File: src/rtl/cfi_trace_packer.sv
// cfi_trace_packer: packs up to four trace items into one 128-bit CFI_FIFO beat.
// A beat is sent on a mismatched CID, a control header, a full beat, or an idle timeout.
module cfi_trace_packer #(
    parameter int FLUSH_TIMEOUT = 16
) (
    input  logic         clk,
    input  logic         rst_n,
    input  logic         in_valid,
    input  logic [3:0]   in_hdr,
    input  logic         in_state,
    input  logic [31:0]  in_cid,
    input  logic [31:0]  in_data,
    output logic [4:0]   out_ins,
    output logic [15:0]  out_inh,
    output logic [31:0]  out_inc,
    output logic [127:0] out_ind,
    output logic [15:0]  beat_cnt,
    output logic [7:0]   drop_cnt
);
    logic [2:0]   cnt_q, cnt_d;
    logic [31:0]  cid_q, cid_d;
    logic [15:0]  hdr_q, hdr_d, m_hdr, e_hdr;
    logic [127:0] dat_q, dat_d, m_dat, e_dat;
    logic [3:0]   st_q, st_d, m_st, e_st;
    logic [31:0]  e_cid;
    logic [7:0]   idle_q, idle_d;
    logic         fp_q, fp_d;
    logic         acc, ctl, mism, full, idle_hit, emit;

    assign acc      = in_valid && in_hdr != 4'd0 && in_hdr <= 4'd6;
    assign ctl      = in_hdr >= 4'd3 && in_hdr <= 4'd6;
    assign mism     = acc && !fp_q && cnt_q != 3'd0 && in_cid != cid_q;
    assign full     = cnt_q == 3'd3;
    assign idle_hit = FLUSH_TIMEOUT != 0 && !acc && !fp_q && cnt_q != 3'd0 &&
                      idle_q + 8'd1 == 8'(FLUSH_TIMEOUT);

    // m_* is the accumulator with the incoming item merged into slot cnt_q
    always_comb begin
        m_hdr = hdr_q;
        m_dat = dat_q;
        m_st  = st_q;
        m_hdr[{cnt_q[1:0], 2'b00} +: 4]  = in_hdr;
        m_dat[{cnt_q[1:0], 5'b00000} +: 32] = in_data;
        m_st[cnt_q[1:0]] = in_state;
        emit   = fp_q || mism || idle_hit;
        e_hdr  = hdr_q;
        e_dat  = dat_q;
        e_st   = st_q;
        e_cid  = cid_q;
        cnt_d  = cnt_q;
        cid_d  = cid_q;
        hdr_d  = hdr_q;
        dat_d  = dat_q;
        st_d   = st_q;
        fp_d   = 1'b0;
        idle_d = cnt_q != 3'd0 ? idle_q + 8'd1 : 8'd0;
        if (acc && (fp_q || mism)) begin
            cnt_d  = 3'd1;
            cid_d  = in_cid;
            hdr_d  = {12'd0, in_hdr};
            dat_d  = {96'd0, in_data};
            st_d   = {3'd0, in_state};
            fp_d   = ctl;
            idle_d = 8'd0;
        end else if (acc && (ctl || full)) begin
            emit   = 1'b1;
            e_hdr  = m_hdr;
            e_dat  = m_dat;
            e_st   = m_st;
            e_cid  = in_cid;
            cnt_d  = 3'd0;
            cid_d  = in_cid;
            hdr_d  = '0;
            dat_d  = '0;
            st_d   = '0;
            idle_d = 8'd0;
        end else if (acc) begin
            cnt_d  = cnt_q + 3'd1;
            cid_d  = in_cid;
            hdr_d  = m_hdr;
            dat_d  = m_dat;
            st_d   = m_st;
            idle_d = 8'd0;
        end else if (fp_q || idle_hit) begin
            cnt_d  = 3'd0;
            hdr_d  = '0;
            dat_d  = '0;
            st_d   = '0;
            idle_d = 8'd0;
        end
    end

    always_ff @(posedge clk or negedge rst_n) begin
        if (!rst_n) begin
            cnt_q    <= '0;
            cid_q    <= '0;
            hdr_q    <= '0;
            dat_q    <= '0;
            st_q     <= '0;
            fp_q     <= 1'b0;
            idle_q   <= '0;
            out_ins  <= '0;
            out_inh  <= '0;
            out_inc  <= '0;
            out_ind  <= '0;
            beat_cnt <= '0;
            drop_cnt <= '0;
        end else begin
            cnt_q   <= cnt_d;
            cid_q   <= cid_d;
            hdr_q   <= hdr_d;
            dat_q   <= dat_d;
            st_q    <= st_d;
            fp_q    <= fp_d;
            idle_q  <= idle_d;
            out_ins <= emit ? {1'b1, e_st} : 5'd0;
            out_inh <= emit ? e_hdr : 16'd0;
            out_ind <= emit ? e_dat : 128'd0;
            if (emit) out_inc <= e_cid;
            if (emit) beat_cnt <= beat_cnt + 16'd1;
            if (in_valid && !acc && drop_cnt != 8'hff) drop_cnt <= drop_cnt + 8'd1;
        end
    end
endmodule

File: config.mk
export PLATFORM = sky130hd
export DESIGN_NAME = cfi_trace_packer
export DESIGN_NICKNAME = d
export VERILOG_FILES = /design/src/rtl/cfi_trace_packer.sv
export SDC_FILE = /design/constraint.sdc
export NUM_CORES = 1
export LEC_CHECK = 0
export BUFFER_PORTS_ARGS = -buffer_cell sky130_fd_sc_hd__buf_2
export CAP_MARGIN = 20
export CORE_MARGIN = 2
export CORE_UTILIZATION = 50
export CTS_CLUSTER_DIAMETER = 80
export DETAILED_ROUTE_END_ITERATION = 12
export PLACE_DENSITY = 0.72
export SYNTH_ARGS = -nofsm -noshare
export SYNTH_HDL_FRONTEND = slang
export SYNTH_SLANG_ARGS = --single-unit
File: constraint.sdc
create_clock -name clk -period 5.8 [get_ports clk]
set_clock_uncertainty 0.15 [all_clocks]
set_input_delay 0.87 -clock clk [delete_from_list [all_inputs] [get_ports clk]]
set_output_delay 0.87 -clock clk [all_outputs]
set_load 0.05 [all_outputs]
* Yosys cells after proc, flatten, opt, wreduce, memory -nomap -nowiden
Index checks and enable logic that the tools add are counted.
** Cells by class
- Equal/unequal tests :: 4
- Multiplexer cells :: 43
- Order comparisons :: 4
- Reduce and logical (&&, ||, !) cells :: 24
- Add/subtract/negate cells :: 6
- Shifts and indexed selects :: 4
** Operator list (count)
- 128-bit 2-to-1 mux :: 7
- 32-bit 2-to-1 mux :: 5
- 128-bit bitwise mux :: 1
- 32-bit by 9-bit variable shift with 128-bit output (first input constant) :: 1
- 32-bit by 9-bit indexed part select with 128-bit output :: 1
- 16-bit 2-to-1 mux :: 7
- 8-bit 2-to-1 mux :: 5
- 32-bit inequality test :: 1
- 4-bit 2-to-1 mux :: 6
- 16-bit by 1-bit adder with 16-bit output (second input constant) :: 1
- 8-bit by 1-bit adder with 8-bit output (second input constant) :: 2
- 16-bit bitwise mux :: 1
- 4-bit by 6-bit variable shift with 16-bit output (first input constant) :: 1
- 4-bit by 6-bit indexed part select with 16-bit output :: 1
- 1-bit logical AND :: 14
- 3-bit 2-to-1 mux :: 4
- 7-bit negator with 9-bit output :: 1
- 8-bit by 5-bit equality test with 1-bit output (second input constant) :: 1
- 8-bit inequality test (second input constant) :: 1
- 4-bit nonzero test :: 2
- 4-bit negator with 6-bit output :: 1
- 3-bit nonzero test :: 2
- 5-bit 2-to-1 mux :: 1
- 4-bit bitwise mux :: 1
- 10 further kinds :: 17
** Storage, ports and cells
- Register bits :: 397

* Longest topological paths before layout
- Word-level depth :: 12
- Gate-level depth with buffers :: 12

* Worst setup path after synthesis
OpenSTA, ideal clock, no wires.
- Path type :: input -> register
- Start point :: input in_hdr[2]
- End point :: register dat_q[101]
- Setup slack :: 2.630 ns
- Path buffers :: 5
- Data required time :: 5.584 ns
- Arrival :: 2.954 ns
- Stages :: 12
- Cell sequence :: buf_2 or3_1 nand3_1 nor3_1 o21a_1 buf_2 or3_1 buf_2 buf_6 o21ai_4 buf_6 a22o_1
** Between the ends
- Cells in the longest elaborated chain, start to end :: 9
- Elaborated cells between the ends (all ways) :: 22
** RTL lines
- from (decl) :: line 9 : input logic [3:0] in_hdr,
- branches (longest 9 deep; another with 4-bit by 3-bit <= comparator with 1-bit output)
- to (signal assigned) :: line 112 : dat_q <= dat_d;
- to (decl) :: line 23 : logic [127:0] dat_q, dat_d, m_dat, e_dat;
Parallel ways; which one is timed is not known.
A chain may end at the register's enable or synchronous reset.

* Final worst setup path
- Start point :: input in_cid[8]
- End point :: register dat_q[28]
** Between the ends
- Cells in the longest elaborated chain, start to end :: 5
- Elaborated cells between the ends (all ways) :: 6
** RTL lines
- from (decl) :: line 11 : input logic [31:0] in_cid,
- 32-bit inequality test (*) :: line 32 : assign mism = acc && !fp_q && cnt_q != 3'd0 && in_cid != cid_q;
- 1-bit logical AND (*) :: line 32
- 1-bit logical OR (*) :: line 57 : if (acc && (fp_q || mism)) begin
- 1-bit logical AND (*) :: line 57
- 4-bit nonzero test (no line) or 128-bit 2-to-1 mux (tied branches)
Every way passes the cells marked *; elsewhere a longest branch is shown, timed or not.

==> key figures <==
Critical path
  • CP endpoint kind: flop
  • CP arrival: 4340 ps
  • Kind of critical path: primary input to flop
  • Startpoint types: primary input
  • Worst EP required: 6110 ps
  • Worst Path Max Fanout: 34
  • R2R setup slack: 1840 ps

Yosys
  • Number of synthesized flops with an enable pin: 0
  • Main synth FF type: dfrtp_1
  • Post-Synthesis Cell Area: 16000 um2
  • Post-Syn Nets: 1461
  • FF+latch count, synth: 397
  • YS warnings: 0
  • Synth async-reset ratio: 100%
  • Netlist cell types: 47
  • Sequential element share of the synthesized area: 62.2%
  • Syn Inst Count: 1376
  • Post-Syn Area per Cell: 11.6 um2

Clock tree
  • Post-CTS Resized: 0
  • CTS root buffer: clkbuf_16
  • Hold buffers post-CTS: 0
  • Worst skew pair latency: 540 ps
  • CTS tree: yes
  • CTS Buf Count: 41
  • Post-CTS setup buffers: 0
  • Clk buf depth: 3
  • # H-tree levels: 2
  • CTS sink count: 397
  • Clock-pin transition on the worst setup and hold timing paths: 60 ps

STA
  • Setup TNS: 0 ps
  • Worst Slack Setup Final: 1770 ps
  • Crit share post-route: 69.5%
  • Max transition margin: 22.1%
  • RSZ-0062 raised after global routing: false
  • Final Hold Fails: 0
  • Final min period: 4030 ps
  • Setup Viol. Count Final: 0
  • Max Fclk: 248 MHz
  • Final slew viol count: 0
  • Worst-Margin Slew: 1170 ps

Routing
  • Number of DRC markers in iteration 0: 966
  • Drc violations: 0
  • Vias per cell: 5.76
  • Wire per inst: 20.2 um
  • Drt first pass iters: 5
  • Final WL: 40800 um
  • Remaining antenna violation count after routing: 0
  • Vias: 11600

Cells and area
  • Non-filler cells, final: 2022
  • Final instance area: 18900 um2
  • Layout cells sized above 1: 23.2%
  • Area Growth Syn to Fin: 18.3%
  • Final net count: 1673

Place
  • Final HPWL DP: 25500 um
  • GPL Wtd Cong: 0.830
  • Dpl ws: 1250 ps
  • Post-Place Cell Area: 17600 um2
  • Buffers on Ports: 276
  • DP Cell Count: 1947

Pwr
  • Worst VDD drop: 0.287 mV
  • Clock power frac: 36.3%
  • Switching Fraction: 31.5%
  • Net switching power: 2.22 mW
  • Overall Power: 7.06 mW
  • Combinational share of power: 18.9%
  • Lkg Pwr: 9.62 nW
  • Power density over the cells: 373 nW/um2
  • Sequential Power Share: 44.8%
  • Pint: 4.84 mW

Global routing
  • GR Overflow Total: 0
  • GRT Overall Usage: 24.7%
  • Largest net degree at the start of global routing: 222
  • Vias in the first global route: 11500
  • Number of antenna violations at the first check in global routing: 4
  • First-pass GRT wire length: 65100 um

Floorplanning
  • Die H: 183 um
  • Die footprint: 33400 um2
  • IO Pins: 277
  • Row Count: 65
  • Die width: 183 um
  • Initial Utilization: 50.8%
  • Core Footprint: 31500 um2

Worst hold path
  • Worst min path class: primary input to asynchronous set/reset pin

Job
  • Max-cap viol count: 0

Outcome
  • Outcome: finished clean
-- metal layers --
metal | vias to the layer above | global-route usage, % | share of wire, %
met1 | 5845 | 36.0 | 45
met5 | - | 0 | 0.032
li1 | 5261 | - | -
met4 | 2 | 9.55 | 3.5
met2 | 457 | 36.9 | 45
met3 | 78 | 4.75 | 6.6
-- layout make-up --
type,count,area (um2)
antenna,3,7.51
clock buffer,66,1200
multi-input combinational,844,5540
sequential,397,9930
timing repair buffer,295,1570
clock inverter,6,106
tap,402,503
inverter,9,33.8
fill,2573,12600
-- cells in the final DEF, fill, tap and decap left out, types with 9 or more instances in the layout --
master and n:
and3_1 10, xnor2_1 14, mux2i_1 36, nor4_1 11, nand3_1 15, nand2_1 142
dfrtp_1 397, buf_2 275, a22oi_1 140, nand4_1 9, o21ai_0 38, clkbuf_16 41
xor2_1 49, ha_1 13, clkbuf_1 17, nor2_1 162, a22o_1 138, buf_4 16
-- per-stage QoR --
stage	hold slack, ps	utilization (%)
CTS	316	60.0
global placement	303	55.9
floorplan	294	-
global route	338	60.0
finish	269	60.0
detailed placement	304	55.9
-- power groups by stage --
stage	logic, mW	clock network (mW)	registers, mW
4_1_cts	1.34	2.60	3.16
3_3_place_gp	1.31	0	3.20
2_1_floorplan	0.470	0	3.67
6_report	1.33	2.56	3.16
3_5_place_dp	1.34	0	3.21
5_1_grt	1.43	2.74	3.19
-- critical path: stages --
cell and delay, ps:
buf_2 120, xor2_1 150, nor4_1 510, nand4_1 250, o21a_1 420, or3_1 790
o22ai_4 940, a22o_1 250
-- cells in the mapped netlist (9+ instances only) --
cell | n | share of area [%]
xnor2_1 | 14 | 0.77
ha_1 | 13 | 1.0
buf_1 | 43 | 1.0
nand2_1 | 143 | 3.4
and3_1 | 10 | 0.39
o21ai_0 | 38 | 1.2
xor2_1 | 49 | 2.7
nor2_1 | 162 | 3.8
buf_2 | 39 | 1.2
dfrtp_1 | 397 | 62
nand3_1 | 20 | 0.63
nand4_1 | 9 | 0.35
mux2i_1 | 36 | 2.3
a22o_1 | 138 | 7.6
a22oi_1 | 140 | 6.6
nor4_1 | 11 | 0.43
clkbuf_1 | 40 | 0.94
-- final timing paths --
kind	startpoint	endpoint	cells past startpoint
setup / recovery	in_cid[8]	dat_q[28]	8
hold / removal	rst_n	out_ind[50]	1
setup reg to reg	cid_q[8]	dat_q[28]	7
hold reg to reg	beat_cnt[15]	beat_cnt[15]	1
max in group asynchronous	rst_n	out_inc[23]	2
min in group clk	beat_cnt[15]	beat_cnt[15]	1
-- registers in the layout, indices dropped and copies added (netlist names) --
register / cells
beat_cnt: 16
cid_q: 32
cnt_q: 3
dat_q: 128
drop_cnt: 8
fp_q: 1
hdr_q: 16
idle_q: 8
out_inc: 32
out_ind: 128
out_inh: 16
out_ins: 5
st_q: 4
-- cells by family after synthesis --
| logic type | count (synthesis) | synth area share (%) |
|---|---|---|
| buffers and inverters | 135 | 3.66 |
| flip-flops | 397 | 62.2 |
| multiplexers | 38 | 2.40 |
| XOR/XNOR | 63 | 3.45 |
| adder cells (fa/ha/maj) | 14 | 1.08 |
| AND/OR/NAND/NOR | 396 | 10.9 |
| AO/OA/AOI/OAI | 333 | 16.3 |
Power figures use the tool's default switching activity.
